--- config.mk ---
export PLATFORM = sky130hd
export DESIGN_NAME = forward_ctrl
export DESIGN_NICKNAME = d
export VERILOG_FILES = /design/src/rtl/forward_ctrl.sv
export SDC_FILE = /design/constraint.sdc
export NUM_CORES = 1
export LEC_CHECK = 0
export CORE_MARGIN = 2
export CORE_UTILIZATION = 40
export CTS_BUF_LIST = sky130_fd_sc_hd__clkbuf_8
export DETAILED_ROUTE_END_ITERATION = 8
export HOLD_SLACK_MARGIN = 0.15
export PLACE_DENSITY = 0.66
export SETUP_SLACK_MARGIN = 0.5
export SYNTH_ARGS = -nofsm -noshare
export SYNTH_HDL_FRONTEND = slang
export SYNTH_SLANG_ARGS = --single-unit
--- constraint.sdc ---
create_clock -name clk_i -period 2 [get_ports clk_i]
set_input_delay 0.2 -clock clk_i [delete_from_list [all_inputs] [get_ports clk_i]]
set_output_delay 0.2 -clock clk_i [all_outputs]
set_load 0.05 [all_outputs]
--- src/rtl/forward_ctrl.sv ---
// Hazard controller for the five-stage pipeline: tracks destination metadata of
// in-flight instructions, drives EX operand-forwarding selects and load-use stalls.
module forward_ctrl #(
    parameter int REG_W = 5,
    parameter int CNT_W = 16
) (
    input  logic             clk_i,
    input  logic             rst_i,
    input  logic             id_valid_i,
    input  logic [REG_W-1:0] id_rs1_i,
    input  logic [REG_W-1:0] id_rs2_i,
    input  logic [REG_W-1:0] id_rd_i,
    input  logic             id_regwrite_i,
    input  logic             id_memread_i,
    input  logic             flush_i,
    output logic [1:0]       fwd_a_o,
    output logic [1:0]       fwd_b_o,
    output logic             stall_o,
    output logic [CNT_W-1:0] stall_cnt_o
);

    localparam logic [1:0]       SEL_RF  = 2'b00;
    localparam logic [1:0]       SEL_WB  = 2'b01;
    localparam logic [1:0]       SEL_MEM = 2'b10;
    localparam logic [REG_W-1:0] REG_X0  = {REG_W{1'b0}};
    localparam logic [CNT_W-1:0] CNT_MAX = {CNT_W{1'b1}};
    localparam logic [CNT_W-1:0] CNT_ONE = {{(CNT_W-1){1'b0}}, 1'b1};

    // A stage produces register r only if it is real, writes, and r is not x0.
    function automatic logic f_writes(
        input logic             valid,
        input logic             regwrite,
        input logic [REG_W-1:0] rd,
        input logic [REG_W-1:0] r
    );
        return valid && regwrite && (rd == r) && (r != REG_X0);
    endfunction

    // EX/MEM holds the newer value, so it wins over MEM/WB.
    function automatic logic [1:0] f_select(
        input logic mem_hit,
        input logic wb_hit
    );
        logic [1:0] sel;
        if (mem_hit) begin
            sel = SEL_MEM;
        end else if (wb_hit) begin
            sel = SEL_WB;
        end else begin
            sel = SEL_RF;
        end
        return sel;
    endfunction

    logic             r_idex_valid;
    logic [REG_W-1:0] r_idex_rd;
    logic [REG_W-1:0] r_idex_rs1;
    logic [REG_W-1:0] r_idex_rs2;
    logic             r_idex_regwrite;
    logic             r_idex_memread;

    // Downstream stages only feed forwarding; load detection looks at ID/EX alone.
    logic             r_exmem_valid;
    logic [REG_W-1:0] r_exmem_rd;
    logic             r_exmem_regwrite;

    logic             r_memwb_valid;
    logic [REG_W-1:0] r_memwb_rd;
    logic             r_memwb_regwrite;

    logic [CNT_W-1:0] r_stall_cnt;

    logic             w_stall;
    logic             w_bubble;
    logic             w_load_in_ex;
    logic             w_rs_match;
    logic             w_a_mem_hit;
    logic             w_a_wb_hit;
    logic             w_b_mem_hit;
    logic             w_b_wb_hit;

    assign w_load_in_ex = r_idex_valid && r_idex_memread && (r_idex_rd != REG_X0);
    assign w_rs_match   = (r_idex_rd == id_rs1_i) || (r_idex_rd == id_rs2_i);
    assign w_stall      = w_load_in_ex && id_valid_i && w_rs_match;
    assign w_bubble     = w_stall || flush_i;

    assign w_a_mem_hit = f_writes(r_exmem_valid, r_exmem_regwrite, r_exmem_rd, r_idex_rs1);
    assign w_a_wb_hit  = f_writes(r_memwb_valid, r_memwb_regwrite, r_memwb_rd, r_idex_rs1);
    assign w_b_mem_hit = f_writes(r_exmem_valid, r_exmem_regwrite, r_exmem_rd, r_idex_rs2);
    assign w_b_wb_hit  = f_writes(r_memwb_valid, r_memwb_regwrite, r_memwb_rd, r_idex_rs2);

    // Operand-mux selects for the instruction currently in EX.
    always_comb begin
        fwd_a_o = SEL_RF;
        fwd_b_o = SEL_RF;
        fwd_a_o = f_select(w_a_mem_hit, w_a_wb_hit);
        fwd_b_o = f_select(w_b_mem_hit, w_b_wb_hit);
    end

    assign stall_o     = w_stall;
    assign stall_cnt_o = r_stall_cnt;

    // ID/EX shadow: takes the ID instruction, or a bubble on stall/flush.
    always_ff @(posedge clk_i) begin
        if (rst_i) begin
            r_idex_valid    <= 1'b0;
            r_idex_regwrite <= 1'b0;
            r_idex_memread  <= 1'b0;
            r_idex_rd       <= REG_X0;
            r_idex_rs1      <= REG_X0;
            r_idex_rs2      <= REG_X0;
        end else if (w_bubble) begin
            r_idex_valid    <= 1'b0;
            r_idex_regwrite <= 1'b0;
            r_idex_memread  <= 1'b0;
            r_idex_rd       <= REG_X0;
            r_idex_rs1      <= REG_X0;
            r_idex_rs2      <= REG_X0;
        end else begin
            r_idex_valid    <= id_valid_i;
            r_idex_regwrite <= id_regwrite_i;
            r_idex_memread  <= id_memread_i;
            r_idex_rd       <= id_rd_i;
            r_idex_rs1      <= id_rs1_i;
            r_idex_rs2      <= id_rs2_i;
        end
    end

    // EX/MEM and MEM/WB shadows advance every cycle, stall or not.
    always_ff @(posedge clk_i) begin
        if (rst_i) begin
            r_exmem_valid    <= 1'b0;
            r_exmem_regwrite <= 1'b0;
            r_exmem_rd       <= REG_X0;
            r_memwb_valid    <= 1'b0;
            r_memwb_regwrite <= 1'b0;
            r_memwb_rd       <= REG_X0;
        end else begin
            r_exmem_valid    <= r_idex_valid;
            r_exmem_regwrite <= r_idex_regwrite;
            r_exmem_rd       <= r_idex_rd;
            r_memwb_valid    <= r_exmem_valid;
            r_memwb_regwrite <= r_exmem_regwrite;
            r_memwb_rd       <= r_exmem_rd;
        end
    end

    // Saturating stall-cycle counter for performance monitoring.
    always_ff @(posedge clk_i) begin
        if (rst_i) begin
            r_stall_cnt <= {CNT_W{1'b0}};
        end else if (w_stall && (r_stall_cnt != CNT_MAX)) begin
            r_stall_cnt <= r_stall_cnt + CNT_ONE;
        end else begin
            r_stall_cnt <= r_stall_cnt;
        end
    end

endmodule

# Word-level counts from Yosys, hierarchy flattened
# Index checks and enable logic that the tools add are counted.
# classes
n_addsub	1
n_eq_ne	7
n_reduce_logical	21
muxes	4
# ops
op	count
$eq 5x5->1	6
$add 16x1->16 const B	1
$ne 16x16->1 const B	1
$logic_and 1x1->1	15
$reduce_bool 5->1	3
$mux 2	2
$logic_or 1x1->1	2
$mux 1	2
$reduce_or 2->1	1
# word_totals
wordCells	46
inputBits	21
out_inout_bits	21
register_bits	48

# Logic depth before layout (Yosys ltp)
# depth
depth_word	6
depth_mapped	7
depth_no_buf	6

# Worst setup path before layout
# No wires, ideal clock.
# synth_timing
path_kind	register to output
start	register r_idex_rs2[1]
end	output port fwd_b_o[0]
slack_ps	-750
stages_incl_launch_ff	5
required_ps	1800
path_buffers	0
arrival_ps	2550
cell_sequence	dfxtp_1 -> or4_1 -> nor2_1 -> nor3_1 -> nor4_1
# synth_via
word_cells_on_any_way	9
classes_between	eq/ne (2); mux (2); reduce/logical (5)
# synth_lines
item	line	rtl
start, declared	58	logic [REG_W-1:0] r_idex_rs2;
start signal, assigned	125	r_idex_rs2 <= id_rs2_i;
$eq 5x5->1	36	return valid && regwrite && (rd == r) && (r != REG_X0);
$logic_and 1x1->1	36	
$logic_and 1x1->1 *	36	
via w_b_mem_hit	79	logic w_b_mem_hit;
$mux 2 *	45	if (mem_hit) begin
end, declared	17	output logic [1:0] fwd_b_o,
# Mark *: on every way through the listed nets, which the timed path passes. The rest lies on a longest branch.

# Final worst setup path
# layout_timing
start	input port id_rs2_i[0]
end	register r_stall_cnt[3] (netlist: stall_cnt_o[3])
# layout_via
elab_chain_cells	4
# layout_rtl
item	line	rtl
start, declared	11	input logic [REG_W-1:0] id_rs2_i,
$eq 5x5->1	83	assign w_rs_match = (r_idex_rd == id_rs1_i) || (r_idex_rd == id_rs2_i);
$logic_or 1x1->1	83	
$logic_and 1x1->1	84	assign w_stall = w_load_in_ex && id_valid_i && w_rs_match;
$logic_and 1x1->1	152	end else if (w_stall && (r_stall_cnt != CNT_MAX)) begin
end signal, assigned	151	r_stall_cnt <= {CNT_W{1'b0}};
end signal, assigned	153	r_stall_cnt <= r_stall_cnt + CNT_ONE;
end signal, assigned	155	r_stall_cnt <= r_stall_cnt;
end, declared	71	logic [CNT_W-1:0] r_stall_cnt;
# No other way between the ends.
# A chain may end at the register's enable or synchronous reset.

==> results.json <==
{
  "hold_viol": 0,
  "yosysSeqAreaShare": 0.433,
  "nFillCells": 393,
  "maxSlewHeadroom": 0.650,
  "grt_pass1_vias": 2084,
  "routed_wirelength_microns": 6180,
  "yosys.area_share.simple": 0.292,
  "routed.top_layer": "met4",
  "sw_frac_of_total": 0.236,
  "drv_cap": 0,
  "synthArstFlopShare": 0,
  "max_freq_mhz": 508,
  "grt_overflow": 0,
  "comb_power_share": 0.142,
  "hpwl_microns": 3400,
  "gp_congestion": 0.754,
  "yosys-top-cells-area": "dfxtp_1 43%, xnor2_1 7.9%, and2_1 5.1%",
  "synth_edf_count": 0,
  "hold_slack_ns": 0.315,
  "synthMuxAreaShare": 0.0299,
  "synth-adder-area-share": 0.00564,
  "p_clk_frac": 0.355,
  "n_antenna_cell": 0,
  "ys.flop_type": "dfxtp_1",
  "syn2layout_area_growth_pct": 72.8,
  "cp.required_ns": 2.23,
  "clk_latency_ns": 0.30,
  "worstMarginPinSlew_ns": 0.523,
  "drt_first_pass_iters": 4,
  "power_mw": 1.96,
  "clock_sinks": 48,
  "fin_crit_sh": 0.983,
  "synth_compound_area_frac": 0.0868,
  "setup_slack_ns": 0.0333,
  "initial_core_util": 0.408,
  "seq_power_share": 0.503,
  "die_y_microns": 78.5,
  "avgSynthCellArea_sq_um": 9.61,
  "power_density_mw_per_mm2": 510,
  "syn_inst": 231,
  "numCtsBuffers": 5,
  "cp-end-kind": "flop",
  "worstSetupPathType": "primary input to flop",
  "worst_ep_arrival_time_ns": 2.20,
  "yosys.area.top_type": "dfxtp_1",
  "cts_tree": "done",
  "fin_setup_tns_ns": 0,
  "fin_skew_ns": 0.00806,
  "cts_root_buf": "clkbuf_8",
  "start_kind": "primary input",
  "portBuffers": 41,
  "place_ws_ns": -0.120,
  "status": "finished, final reports clean",
  "rsz0062_at_grt": "yes",
  "wl_per_cell_microns": 15.5,
  "remaining_drc_errors": 0,
  "p_int_mw": 1.49,
  "die_x_microns": 78.5,
  "p_sw_mw": 0.462,
  "postRouteAntennaNets": 0,
  "cts_buffer_depth": 2,
  "min_period_ns": 1.97,
  "cts.reportedPaths.clkPinSlew_ns": 0.09,
  "hold_path.class": "primary input to flop",
  "wl_met1_microns": 2720,
  "synthXorXnorAreaFrac": 0.118,
  "maxSlewViolCount": 0,
  "synth_area_sq_mm": 0.00222,
  "drive_gt1_frac": 0.547,
  "synth_top_area_share": 0.433,
  "crit_path_max_fanout": 4,
  "synth_seq_cells": 48,
  "synth_nets": 253,
  "design.core.area_sq_mm": 0.00544,
  "synth_top_family_by_area": "simple AND/OR/NAND/NOR gates",
  "grt_max_degree": 21,
  "viasPerCell": 5.14,
  "peakVddDrop_uv": 596,
  "antenna_found_initial": 0,
  "synth_cell_types": 38,
  "drtIter0Drc": 105,
  "ctsHtreeMaxLevel": 2,
  "io_pins": 42,
  "power.leakage_nw": 1.53,
  "wl_met2_microns": 3170,
  "yosys_warnings": 0,
  "wl_met3_microns": 206,
  "nets": 348,
  "setup_viol": 0,
  "grt_use_total": 0.200,
  "num_rows": 27,
  "dieArea_sq_mm": 0.00616,
  "grt_pass1_wl_microns": 9810,
  "dr_total_vias": 2051
}
## cell type report
class,count,area [sq um],share of cell area
repair buffers,94,933,0.243
well taps,72,90.1,0.0235
inverters,4,17.5,0.00457
multi-input cells,173,1650,0.430
clock buffers,5,68.8,0.0179
flip-flops and latches,48,1030,0.270
clock inverters,3,41.3,0.0108
## cell usage after synthesis, types with 2 or more instances
cell      number
nand3_1        8
nor3_1         5
or4_1         11
xnor2_1       20
and4_1         3
buf_4          2
mux2_2         5
and2_1        18
nand4_1        9
xor2_1        10
clkbuf_1       5
nor2_1        14
nand2_1        7
dfxtp_1       48
inv_1          4
buf_6          2
nor2b_1       17
nor4_1         5
o31ai_1        9
nand2b_1       2
a21oi_1       10
## path summary, 6_finish.rpt
kind                                                 start                          end  slack, ns  cells after the start
worst max-delay path                           id_rs2_i[0]  stall_cnt_o[3]$_SDFFE_PP0P_       0.03                      8
worst min-delay path                           id_rs1_i[4]     r_idex_rs1[4]$_SDFF_PP0_       0.32                      2
worst max register to register     r_idex_rd[0]$_SDFF_PP0_  stall_cnt_o[3]$_SDFFE_PP0P_       0.04                      7
worst min register to register  r_idex_regwrite$_SDFF_PP0_  r_exmem_regwrite$_SDFF_PP0_       0.47                      1
## flip-flops by register name (all words and copies together), names as in the netlist, 5 cells and up
| register | count |
|---|---|
| stall_cnt_o | 16 |
| r_idex_rs2 | 5 |
| r_idex_rd | 5 |
| r_idex_rs1 | 5 |
| r_exmem_rd | 5 |
| r_memwb_rd | 5 |
## power by group through the flow
| stage | Clock [mW] | Sequential [mW] | Combinational [mW] |
|---|---|---|---|
| 2_1_floorplan | 0 | 1.00 | 0.114 |
| 3_3_place_gp | 0 | 1.01 | 0.175 |
| 3_5_place_dp | 0 | 1.01 | 0.177 |
| 4_1_cts | 0.705 | 0.982 | 0.249 |
| 5_1_grt | 0.740 | 0.986 | 0.298 |
| 6_report | 0.695 | 0.983 | 0.278 |
## through the flow
stage               cell area (sq um)   util  instances
detailed placement               2970  0.546        340
finish                           3840  0.705        399
CTS                              3620  0.666        389
global placement                 2970  0.546        340
floorplan                        2450      -        231
global route                     3840  0.705        399
## placed cells by master, fill, tap and decap left out, drive strengths merged
master / Yosys / routed
a2111oi: 1 / 1
a211oi: 1 / 1
a21o: 1 / 1
a21oi: 11 / 11
a22oi: 1 / 1
and2: 18 / 18
and3: 1 / 1
and4: 3 / 3
buf: 5 / 56
bufinv: 0 / 1
clkbuf: 5 / 10
clkdlybuf4s50: 0 / 17
clkinv: 0 / 1
dfxtp: 48 / 48
dlygate4sd2: 0 / 16
ha: 1 / 1
inv: 4 / 5
mux2: 5 / 5
mux2i: 1 / 1
nand2: 7 / 7
nand2b: 2 / 2
nand3: 9 / 9
nand4: 10 / 10
nand4b: 1 / 1
nor2: 14 / 14
nor2b: 17 / 17
nor3: 6 / 6
nor3b: 1 / 1
nor4: 6 / 6
o21a: 1 / 4
o21ai: 1 / 2
o31ai: 9 / 9
or4: 11 / 11
xnor2: 20 / 20
xor2: 10 / 10
## kinds of logic after synthesis
logic type,count (synthesis)
xor gates and xnor gates,30
DFF,48
and+or+nand+nor,106
muxes,6
AOI/OAI and AO/OA,26
buffers and inverters,14
adders and majority gates,1
## what timing repair did
| item | CTS | global route |
|---|---|---|
| hold buffers | 0 | 0 |
| gates cloned | 7 | 0 |
| gates resized for setup | 66 | 49 |
| setup buffers | 34 | 10 |
| endpoints found under the setup margin | 55 | 42 |
| pin swaps | 50 | 21 |
## critical path, cell delays in order
cell and delay, ns:
clkdlybuf4s50_1 0.47, xor2_2 0.20, nor3_2 0.17, a22oi_2 0.15
buf_4 0.18, clkbuf_16 0.14, or4_4 0.52, a21oi_2 0.16
## metal layers
metal | vias to the layer above | global-route usage
met5 | - | 0
met4 | 0 | 0.0561
met3 | 10 | 0.0402
met2 | 52 | 0.347
met1 | 981 | 0.253
li1 | 1008 | -
(Power assumes the default switching activity.)
